File: src/rtl/uart_resp_encode.sv
// uart_resp_encode: frames read-response words into a byte stream for uart_ip.
// Frame: HDR0, HDR1, addr[31:0] MSB first, data[15:0] MSB first, optional CHK.
// Build option: define UART_RESP_CHKSUM_EN to append the 8-bit checksum byte.
// One pending response is held while a frame is in flight.
module uart_resp_encode #(
    parameter logic [7:0]  HDR0         = 8'hAA,
    parameter logic [7:0]  HDR1         = 8'h55,
    parameter int unsigned BUSY_TIMEOUT = 4
) (
    input  logic        i_clk,
    input  logic        i_reset,
    input  logic        i_rd_resp_v,
    input  logic [31:0] i_rd_resp_addr,
    input  logic [15:0] i_rd_resp_data,
    output logic        o_resp_ready,
    input  logic        i_tx_busy,
    output logic        o_din_v,
    output logic [7:0]  o_din,
    output logic        o_frame_busy,
    output logic        o_frame_done
);

    localparam logic [2:0] S_IDLE      = 3'd0;
    localparam logic [2:0] S_LOAD      = 3'd1;
    localparam logic [2:0] S_SEND      = 3'd2;
    localparam logic [2:0] S_WAIT_BUSY = 3'd3;
    localparam logic [2:0] S_WAIT_DONE = 3'd4;
    localparam logic [2:0] S_NEXT      = 3'd5;

`ifdef UART_RESP_CHKSUM_EN
    localparam logic [3:0] LAST_IDX = 4'd8;
`else
    localparam logic [3:0] LAST_IDX = 4'd7;
`endif

    localparam logic [3:0] TO_LAST = 4'(BUSY_TIMEOUT - 1);

    logic [2:0]  r_state;
    logic [2:0]  w_state_d;
    logic        r_pend_v;
    logic [31:0] r_pend_addr;
    logic [15:0] r_pend_data;
    logic [31:0] r_frm_addr;
    logic [15:0] r_frm_data;
    logic [3:0]  r_byte_idx;
    logic [3:0]  r_to_cnt;
    logic        w_accept;
    logic        w_din_v;
    logic        w_last;
    logic [7:0]  w_byte;

`ifdef UART_RESP_CHKSUM_EN
    logic [7:0]  r_chk;
    logic [7:0]  w_chk_sum;

    // Checksum over the six payload bytes of the entry being loaded; headers excluded.
    always_comb begin
        w_chk_sum = r_pend_addr[31:24] + r_pend_addr[23:16] + r_pend_addr[15:8]
                  + r_pend_addr[7:0] + r_pend_data[15:8] + r_pend_data[7:0];
    end
`endif

    // The slot is free when empty, or in LOAD where it is being emptied this cycle.
    always_comb begin
        o_resp_ready = !r_pend_v || (r_state == S_LOAD);
        w_accept     = i_rd_resp_v && o_resp_ready;
        w_din_v      = (r_state == S_SEND) && !i_tx_busy;
        w_last       = (r_byte_idx == LAST_IDX);
        o_din_v      = w_din_v;
        o_din        = w_din_v ? w_byte : 8'h00;
        o_frame_busy = (r_state != S_IDLE);
        o_frame_done = (r_state == S_NEXT) && w_last;
    end

    // Pending slot: capture on accept, release when LOAD takes the entry.
    always_ff @(posedge i_clk) begin
        if (!i_reset) begin
            r_pend_v    <= 1'b0;
            r_pend_addr <= 32'h0;
            r_pend_data <= 16'h0;
        end else if (w_accept) begin
            r_pend_v    <= 1'b1;
            r_pend_addr <= i_rd_resp_addr;
            r_pend_data <= i_rd_resp_data;
        end else if (r_state == S_LOAD) begin
            r_pend_v    <= 1'b0;
        end
    end

    // Frame byte select, MSB first.
    always_comb begin
        w_byte = 8'h00;
        case (r_byte_idx)
            4'd0:    w_byte = HDR0;
            4'd1:    w_byte = HDR1;
            4'd2:    w_byte = r_frm_addr[31:24];
            4'd3:    w_byte = r_frm_addr[23:16];
            4'd4:    w_byte = r_frm_addr[15:8];
            4'd5:    w_byte = r_frm_addr[7:0];
            4'd6:    w_byte = r_frm_data[15:8];
            4'd7:    w_byte = r_frm_data[7:0];
`ifdef UART_RESP_CHKSUM_EN
            4'd8:    w_byte = r_chk;
`endif
            default: w_byte = 8'h00;
        endcase
    end

    // FSM next-state.
    always_comb begin
        w_state_d = r_state;
        case (r_state)
            S_IDLE:      if (r_pend_v) w_state_d = S_LOAD;
            S_LOAD:      w_state_d = S_SEND;
            S_SEND:      if (!i_tx_busy) w_state_d = S_WAIT_BUSY;
            S_WAIT_BUSY: begin
                if (i_tx_busy) begin
                    w_state_d = S_WAIT_DONE;
                end else if (r_to_cnt == TO_LAST) begin
                    // uart_ip never acknowledged: treat the byte as sent
                    w_state_d = S_NEXT;
                end
            end
            S_WAIT_DONE: if (!i_tx_busy) w_state_d = S_NEXT;
            S_NEXT:      w_state_d = w_last ? S_IDLE : S_SEND;
            default:     w_state_d = S_IDLE;
        endcase
    end

    // FSM state and frame datapath.
    always_ff @(posedge i_clk) begin
        if (!i_reset) begin
            r_state    <= S_IDLE;
            r_frm_addr <= 32'h0;
            r_frm_data <= 16'h0;
            r_byte_idx <= 4'd0;
            r_to_cnt   <= 4'd0;
`ifdef UART_RESP_CHKSUM_EN
            r_chk      <= 8'h00;
`endif
        end else begin
            r_state <= w_state_d;
            case (r_state)
                S_LOAD: begin
                    r_frm_addr <= r_pend_addr;
                    r_frm_data <= r_pend_data;
                    r_byte_idx <= 4'd0;
`ifdef UART_RESP_CHKSUM_EN
                    r_chk      <= w_chk_sum;
`endif
                end
                S_SEND:      if (w_din_v) r_to_cnt <= 4'd0;
                S_WAIT_BUSY: if (!i_tx_busy) r_to_cnt <= r_to_cnt + 4'd1;
                S_NEXT:      if (!w_last) r_byte_idx <= r_byte_idx + 4'd1;
                default:     ;
            endcase
        end
    end

endmodule

File: config.mk
export PLATFORM = sky130hd
export DESIGN_NAME = uart_resp_encode
export DESIGN_NICKNAME = d
export VERILOG_FILES = /design/src/rtl/uart_resp_encode.sv
export SDC_FILE = /design/constraint.sdc
export NUM_CORES = 1
export LEC_CHECK = 0
export CAP_MARGIN = 15
export CORE_MARGIN = 2
export CORE_UTILIZATION = 43
export CTS_CLUSTER_DIAMETER = 150
export DETAILED_ROUTE_END_ITERATION = 16
export PLACE_DENSITY = 0.7
export SLEW_MARGIN = 30
export SYNTH_ARGS = -nofsm -noshare
export SYNTH_HDL_FRONTEND = slang
export SYNTH_SLANG_ARGS = --single-unit
File: constraint.sdc
create_clock -name i_clk -period 5.47 [get_ports i_clk]
set_input_delay 1.641 -clock i_clk [delete_from_list [all_inputs] [get_ports i_clk]]
set_output_delay 1.641 -clock i_clk [all_outputs]
set_load 0.02 [all_outputs]
==> out/results.txt <==
status = complete, no violations
IR Drop Worst-Case VDD = 125 µV
TNS Setup = 0 ns
RSZ-0062 raised after global routing = false
Inst Count DP = 739
worst slew pin tran = 0.894 ns
highest metal used = met4
worst hold slack = 0.457 ns
commonest cells in the netlist = 212 x nand2_1, 108 x dfxtp_1, 58 x a21oi_1, 50 x mux2i_1, 34 x clkbuf_1
Longest Clk Path Bufs = 2
drt pass-1 iters = 5
Crit Path Class = primary input to primary output
ranking of synthesized cells by area = dfxtp_1 46%, nand2_1 17%, mux2i_1 11%, a21oi_1 6.2%, clkbuf_1 2.7%
largest net degree at the start of global routing = 103
Met3 Wirelength = 477 µm
H-tree Lvls = 3
PwrDens = 278 mW/mm²
# port buffers = 63
RePlAce Congestion = 0.876
Slew Limit Headroom = 40.3%
CP max stage cell = clkdlybuf4s50_1
Synth Flop Type = dfxtp_1
io pins = 64
adder-cell share of the synthesized area = 1.34%
Sw Pwr = 0.000395 W
Remaining DRCs = 0
Layout area overhead = 18.5%
layout cells sized above 1 = 4.72%
P_leak = 2.09 nW
Hold-fix buffers, CTS = 0
CP endpoint kind = primary output
Routed WL = 10.3 mm
die height = 108 µm
post-synth top area cell = dfxtp_1
post-synth cell types = 43
Async SR Flop Fraction = 0%
Clock Pin Slew Worst Setup and Hold Paths = 0.09 ns
fmax = 185 MHz
Antenna Cells = 0
Pins Over Slew Limit = 0
die width = 108 µm
CP most frequent cell = clkdlybuf4s50_1
Total Power = 0.00154 W
sequential share of power = 55.3%
nets@finish = 667
CP Launch Type = primary input
Cell Area, Synth = 0.00468 mm²
Synthesized Nets = 630
final instance area = 0.00555 mm²
Placed Area = 0.00534 mm²
Placement Rows = 38
post-layout min period = 5.41 ns
final setup violating endpoints = 0
WP data required = 3.83 ns
worst hold path type = flip-flop to flip-flop
most common cell in the netlist = nand2_1
starting DRC count in detailed routing = 319
CP top delay family = buffers and inverters
post-synthesis mux area share = 11.2%
Synth Area in XOR/XNOR = 0.187%
Num CTS Buffers = 9
Hold Vio Cnt, Final = 0
area fraction of the dominant cell type after synthesis = 46.2%
Antenna Nets Post-Route = 0
CP Buf/Inv Count = 2
Logic pwr share = 13.6%
CP max stage delay = 0.67 ns
P_int = 0.00115 W
CTS tree = done
clk sink count = 108
initial core utilization = 43.6%
crit path max fanout = 6
initial antenna violation count = 0
number of synthesized register bits = 108
gr ovfl total = 0
Root Driver = clkbuf_8
clock share of power = 31.2%
EDFF count, synth = 0
switching share of power = 25.7%
Arrival @ worst endpoint = 3.77 ns
first-pass GRT wire length = 17.3 mm
met2 WL post-DR = 4.91 mm
critical path cell sequence = clkdlybuf4s50_1, or3b_1, or3_4, a31oi_1, clkdlybuf4s50_1
Vias/cell = 5.19
largest family of logic cells by synthesized area = simple AND/OR/NAND/NOR gates
M1 wire length = 4.78 mm
clk_lat worst skew = 0.36 ns
Setup Skew = 0.0105 ns
syn_area_per_cell = 8.17 µm²
Final period util = 98.9%
fin cells = 754
via count = 3916
routed length per instance = 13.6 µm
vias in the first global route = 3760
all-layer global routing usage = 18.4%
Ys Warns = 0
Synth Area in Simple Gates = 23.0%
maxcap violations = 0
die area = 0.0117 mm²
core region area = 0.0107 mm²
Mapped Cells = 573
hpwl dp = 6.90 mm
post-synthesis sequential area ratio = 46.2%
Synth Area in Compound Gates = 13.1%
==> layout by cell type (no fill, tap or decap), drive strengths merged, types with 3 or more instances in the layout <==
cell,netlist,final
dlymetal6s2s,0,4
mux2i,50,50
nor2,7,7
a31oi,6,6
buf,12,10
inv,5,6
nor3b,3,3
nor2b,4,4
clkdlybuf4s50,0,58
a211oi,3,3
nand2,212,212
clkbuf,34,12
dfxtp,108,108
nand3,12,12
a32o,7,7
o21ai,3,3
nand2b,3,3
a21oi,58,58
nand3b,6,6
or3,4,4
ha,5,5
a22oi,6,6
==> path summary, 6_finish.rpt <==
check | endpoint | startpoint | slack [ns] | cells after the start
min | r_frm_addr[22]$_SDFFE_PN0P_ | r_pend_addr[22]$_SDFFE_PN0P_ | 0.46 | 2
max reg2reg | r_pend_addr[19]$_SDFFE_PN0P_ | r_state[0]$_SDFFE_PN0P_ | 2.91 | 5
max | o_din[2] | i_tx_busy | 0.06 | 5
min reg2reg | r_frm_addr[22]$_SDFFE_PN0P_ | r_pend_addr[22]$_SDFFE_PN0P_ | 0.46 | 2
==> metal layers <==
layer	track usage, %	vias up
met5	0	-
met2	31.5	102
li1	-	1994
met3	3.38	11
met1	23.6	1809
met4	5.31	0
==> power by group through the flow <==
stage          Sequential [W]  Combinational (W)  Clock, W
6_report             0.000852           0.000209  0.000480
5_1_grt              0.000858           0.000234  0.000521
4_1_cts              0.000852           0.000213  0.000494
3_5_place_dp         0.000870           0.000212         0
3_3_place_gp         0.000869           0.000207         0
2_1_floorplan        0.000857           0.000148         0
==> flip-flops by register name (all words and copies together) (netlist names) <==
signal and flops:
r_frm_addr 32, r_pend_addr 32, r_frm_data 16, r_pend_data 16
r_byte_idx 4, r_to_cnt 4, r_state 3, r_pend_v 1
==> kinds of logic (layout without fill, tap and decap cells) <==
group | after synthesis | count (layout)
buf+inv | 51 | 92
xor+xnor | 1 | 1
flops | 108 | 108
fa+ha+maj | 5 | 5
mux | 52 | 52
compound gates | 97 | 97
simple gates | 259 | 259
==> cell type report <==
| type | count | area [µm²] |
|---|---|---|
| fill | 1069 | 5190 |
| tap | 140 | 175 |
| inverter | 5 | 18.8 |
| timing repair buffer | 72 | 707 |
| multi-input combinational | 414 | 2290 |
| sequential | 108 | 2160 |
| clock buffer | 12 | 145 |
| clock inverter | 3 | 46.3 |
==> through the flow <==
| step | setup slack, ns | util [%] |
|---|---|---|
| floorplan | 0.704 | - |
| global placement | -0.0626 | 49.7 |
| detailed placement | -0.0544 | 49.7 |
| CTS | 0.0283 | 51.5 |
| global route | 0.00270 | 51.7 |
| finish | 0.0578 | 51.7 |
==> worst reg2reg max path, stage by stage (launching register included) <==
cell and delay, ns:
dfxtp_1 0.59, or3b_1 0.43, buf_4 0.30, a21boi_4 0.20, buf_4 0.60, mux2i_1 0.36
==> what timing repair did <==
item | in CTS | in global routing
gates cloned | 0 | 0
pin swaps | 0 | 0
buffers inserted | 0 | 0
endpoints found under the setup margin | 5 | 4
gates resized for setup | 1 | 4
(Power assumes the default switching activity.)
==> patch, RTL diff (same settings) <==
Compare `r_byte_idx` against `LAST_IDX` with >= in place of ==.
--- a/src/rtl/uart_resp_encode.sv
+++ b/src/rtl/uart_resp_encode.sv
@@ -66,5 +66,5 @@
         w_accept     = i_rd_resp_v && o_resp_ready;
         w_din_v      = (r_state == S_SEND) && !i_tx_busy;
-        w_last       = (r_byte_idx == LAST_IDX);
+        w_last       = (r_byte_idx >= LAST_IDX);
         o_din_v      = w_din_v;
         o_din        = w_din_v ? w_byte : 8'h00;
Check against the original RTL: same outputs for any inputs over 10 cycles, from zero or initial values and one cycle with i_reset low; that may be too few to reach the edited logic, so the function may still have changed.
==> patch against the unedited design <==
Critical path depth stayed put. Synthesized area is 2.6% higher. Wire length is 2.3% higher. Clock skew is 1.1 ps lower. Cell area is 1.3% higher. Clock power is 7.7% lower. Sequential cell count stayed put. Power is 5.1% lower. Worst setup slack better by 58 ps.
==> patch: results (changes against the unedited design) <==
FINAL_NET_COUNT=653  # -2.1%
WORST-ENDPOINT-ARRIVAL_PS=3710  # -60 ps
FINAL_HPWL_FROM_DETAILED_PLACEMENT_UM=6880  # -0.29%
TIGHTESTPINTRANSITION_PS=839  # -55.1 ps
GRT_PASS1_VIAS=3707  # -1.4%
AVGVIACOUNTPERCELL=5.22  # +0.53%
PATH_MAX_FANOUT=7  # +1
WORST_CLOCK_SKEW_PS=9.43  # -1.12 ps
FINAL_LAYOUT_SIZE_SUFFIX_GT1_SHARE_PCT=5.49  # +0.77 points
YOSYSSEQAREASHARE_PCT=45.0  # -1.2 points
DETAIL_ROUTE.FIRST_PASS.ITERATIONS=5  # unchanged
PLACE.GP.CONGESTION=0.813  # -7.2%
CP_PEAK_STAGE_DELAY_PS=640  # -30 ps
GRT_USAGE_PCT=18.3  # -0.045 points
WORST_IR_DROP_VDD_V=0.000117  # -6.3%
BUFFER_PORTS.INSERTED=63  # unchanged
SYNTHESIS.NETS=620  # -1.6%
DRT-INITIAL-DRC-COUNT=193  # -39%
WIRELENGTH_UM=10500  # +2.3%
DIODES=0  # unchanged
CTSHTREEMAXLEVEL=3  # unchanged
GRT_MAX_DEGREE=127  # +23%
N_FILL_CELL=1063  # -0.56%
POWER.LEAKAGE_nW=2.08  # -0.63%
PLACEMENT_SETUP_SLACK_PS=-67.0  # -12.7 ps
SYNTH_TOP_CELLS_BY_COUNT='nand2_1 (203), dfxtp_1 (108), mux2i_1 (49)'
OUTCOME='complete, no violations'
GRT_PASS1_WL_UM=17300  # +0.12%
==> patch: changes by cell type after synthesis, moves of 3 or more <==
cell / delta
a21boi_0: +44
a21boi_1: +10
a21o_1: +3
a21oi_1: -50
a22oi_1: -5
a32o_1: -6
nand2_1: -9
nand3_1: -6
nor2b_1: +4
or3b_2: +3
==> patch: power by group <==
group          leakage (nW)  internal, W  total, W  switching [W]
Combinational          1.12    0.0000877  0.000175      0.0000873
Clock                0.0833     0.000169  0.000443       0.000274
Sequential            0.880     0.000821  0.000845      0.0000241
==> patch: area by class of cell <==
type                            count  area, um^2  share of cell area, %
Multi-Input combinational cell    405        2420                   43.1
Sequential cell                   108        2160                   38.5
Timing Repair Buffer               69         676                   12.0
Tap cell                          140         175                   3.12
Clock buffer                       10         128                   2.27
Clock inverter                      6        46.3                  0.824
Inverter                            3        11.3                  0.200
==> patch: repair_timing <==
item                                    in CTS  in global routing
hold buffers                                 0                  0
pin swaps                                    0                  0
cloned                                       0                  0
endpoints found under the setup margin       5                  1
resized for setup                            5                  1
==> patch: worst reg2reg max path: stages, from the launching register on <==
cell and delay (ps):
dfxtp_1 670, or3b_1 390, buf_4 300, a21boi_4 210, buf_4 660, mux2i_1 310
==> patch: logic make-up after synthesis <==
group / Yosys count / synth area share [%]
and+or+nand+nor: 247 / 21.8
adders and majority gates: 5 / 1.30
AOI/OAI and AO/OA: 100 / 16.0
xor gates and xnor gates: 1 / 0.182
muxes: 52 / 10.9
buffers and inverters: 50 / 4.84
DFF: 108 / 45.0
==> patch: routing by layer <==
layer | wire, um | GRT usage, % | up-vias | part of all wire (%)
li1 | - | - | 1956 | -
met1 | 4970 | 23.5 | 1808 | 47
met2 | 4850 | 30.2 | 82 | 46
met3 | 399 | 3.44 | 23 | 3.8
met4 | 280 | 7.78 | 0 | 2.7
met5 | 0 | 0 | - | 0
==> patch: final timing paths <==
check / from / end / slack [ps] / cells after the start
worst min-delay path: r_pend_data[7] / r_frm_data[7] / 460 / 2
worst max-delay path: i_tx_busy / o_din[1] / 120 / 5
worst min register to register: r_pend_data[7] / r_frm_data[7] / 460 / 2
worst max register to register: r_state[0] / r_pend_addr[0] / 2860 / 5
==> patch: through the flow <==
step	setup TNS [ps]	instance area (um^2)	instances
floorplan	0	4800	563
global placement	-66.8	5440	725
detailed placement	-78.9	5440	725
CTS	0	5620	741
global route	0	5620	741
finish	0	5620	741
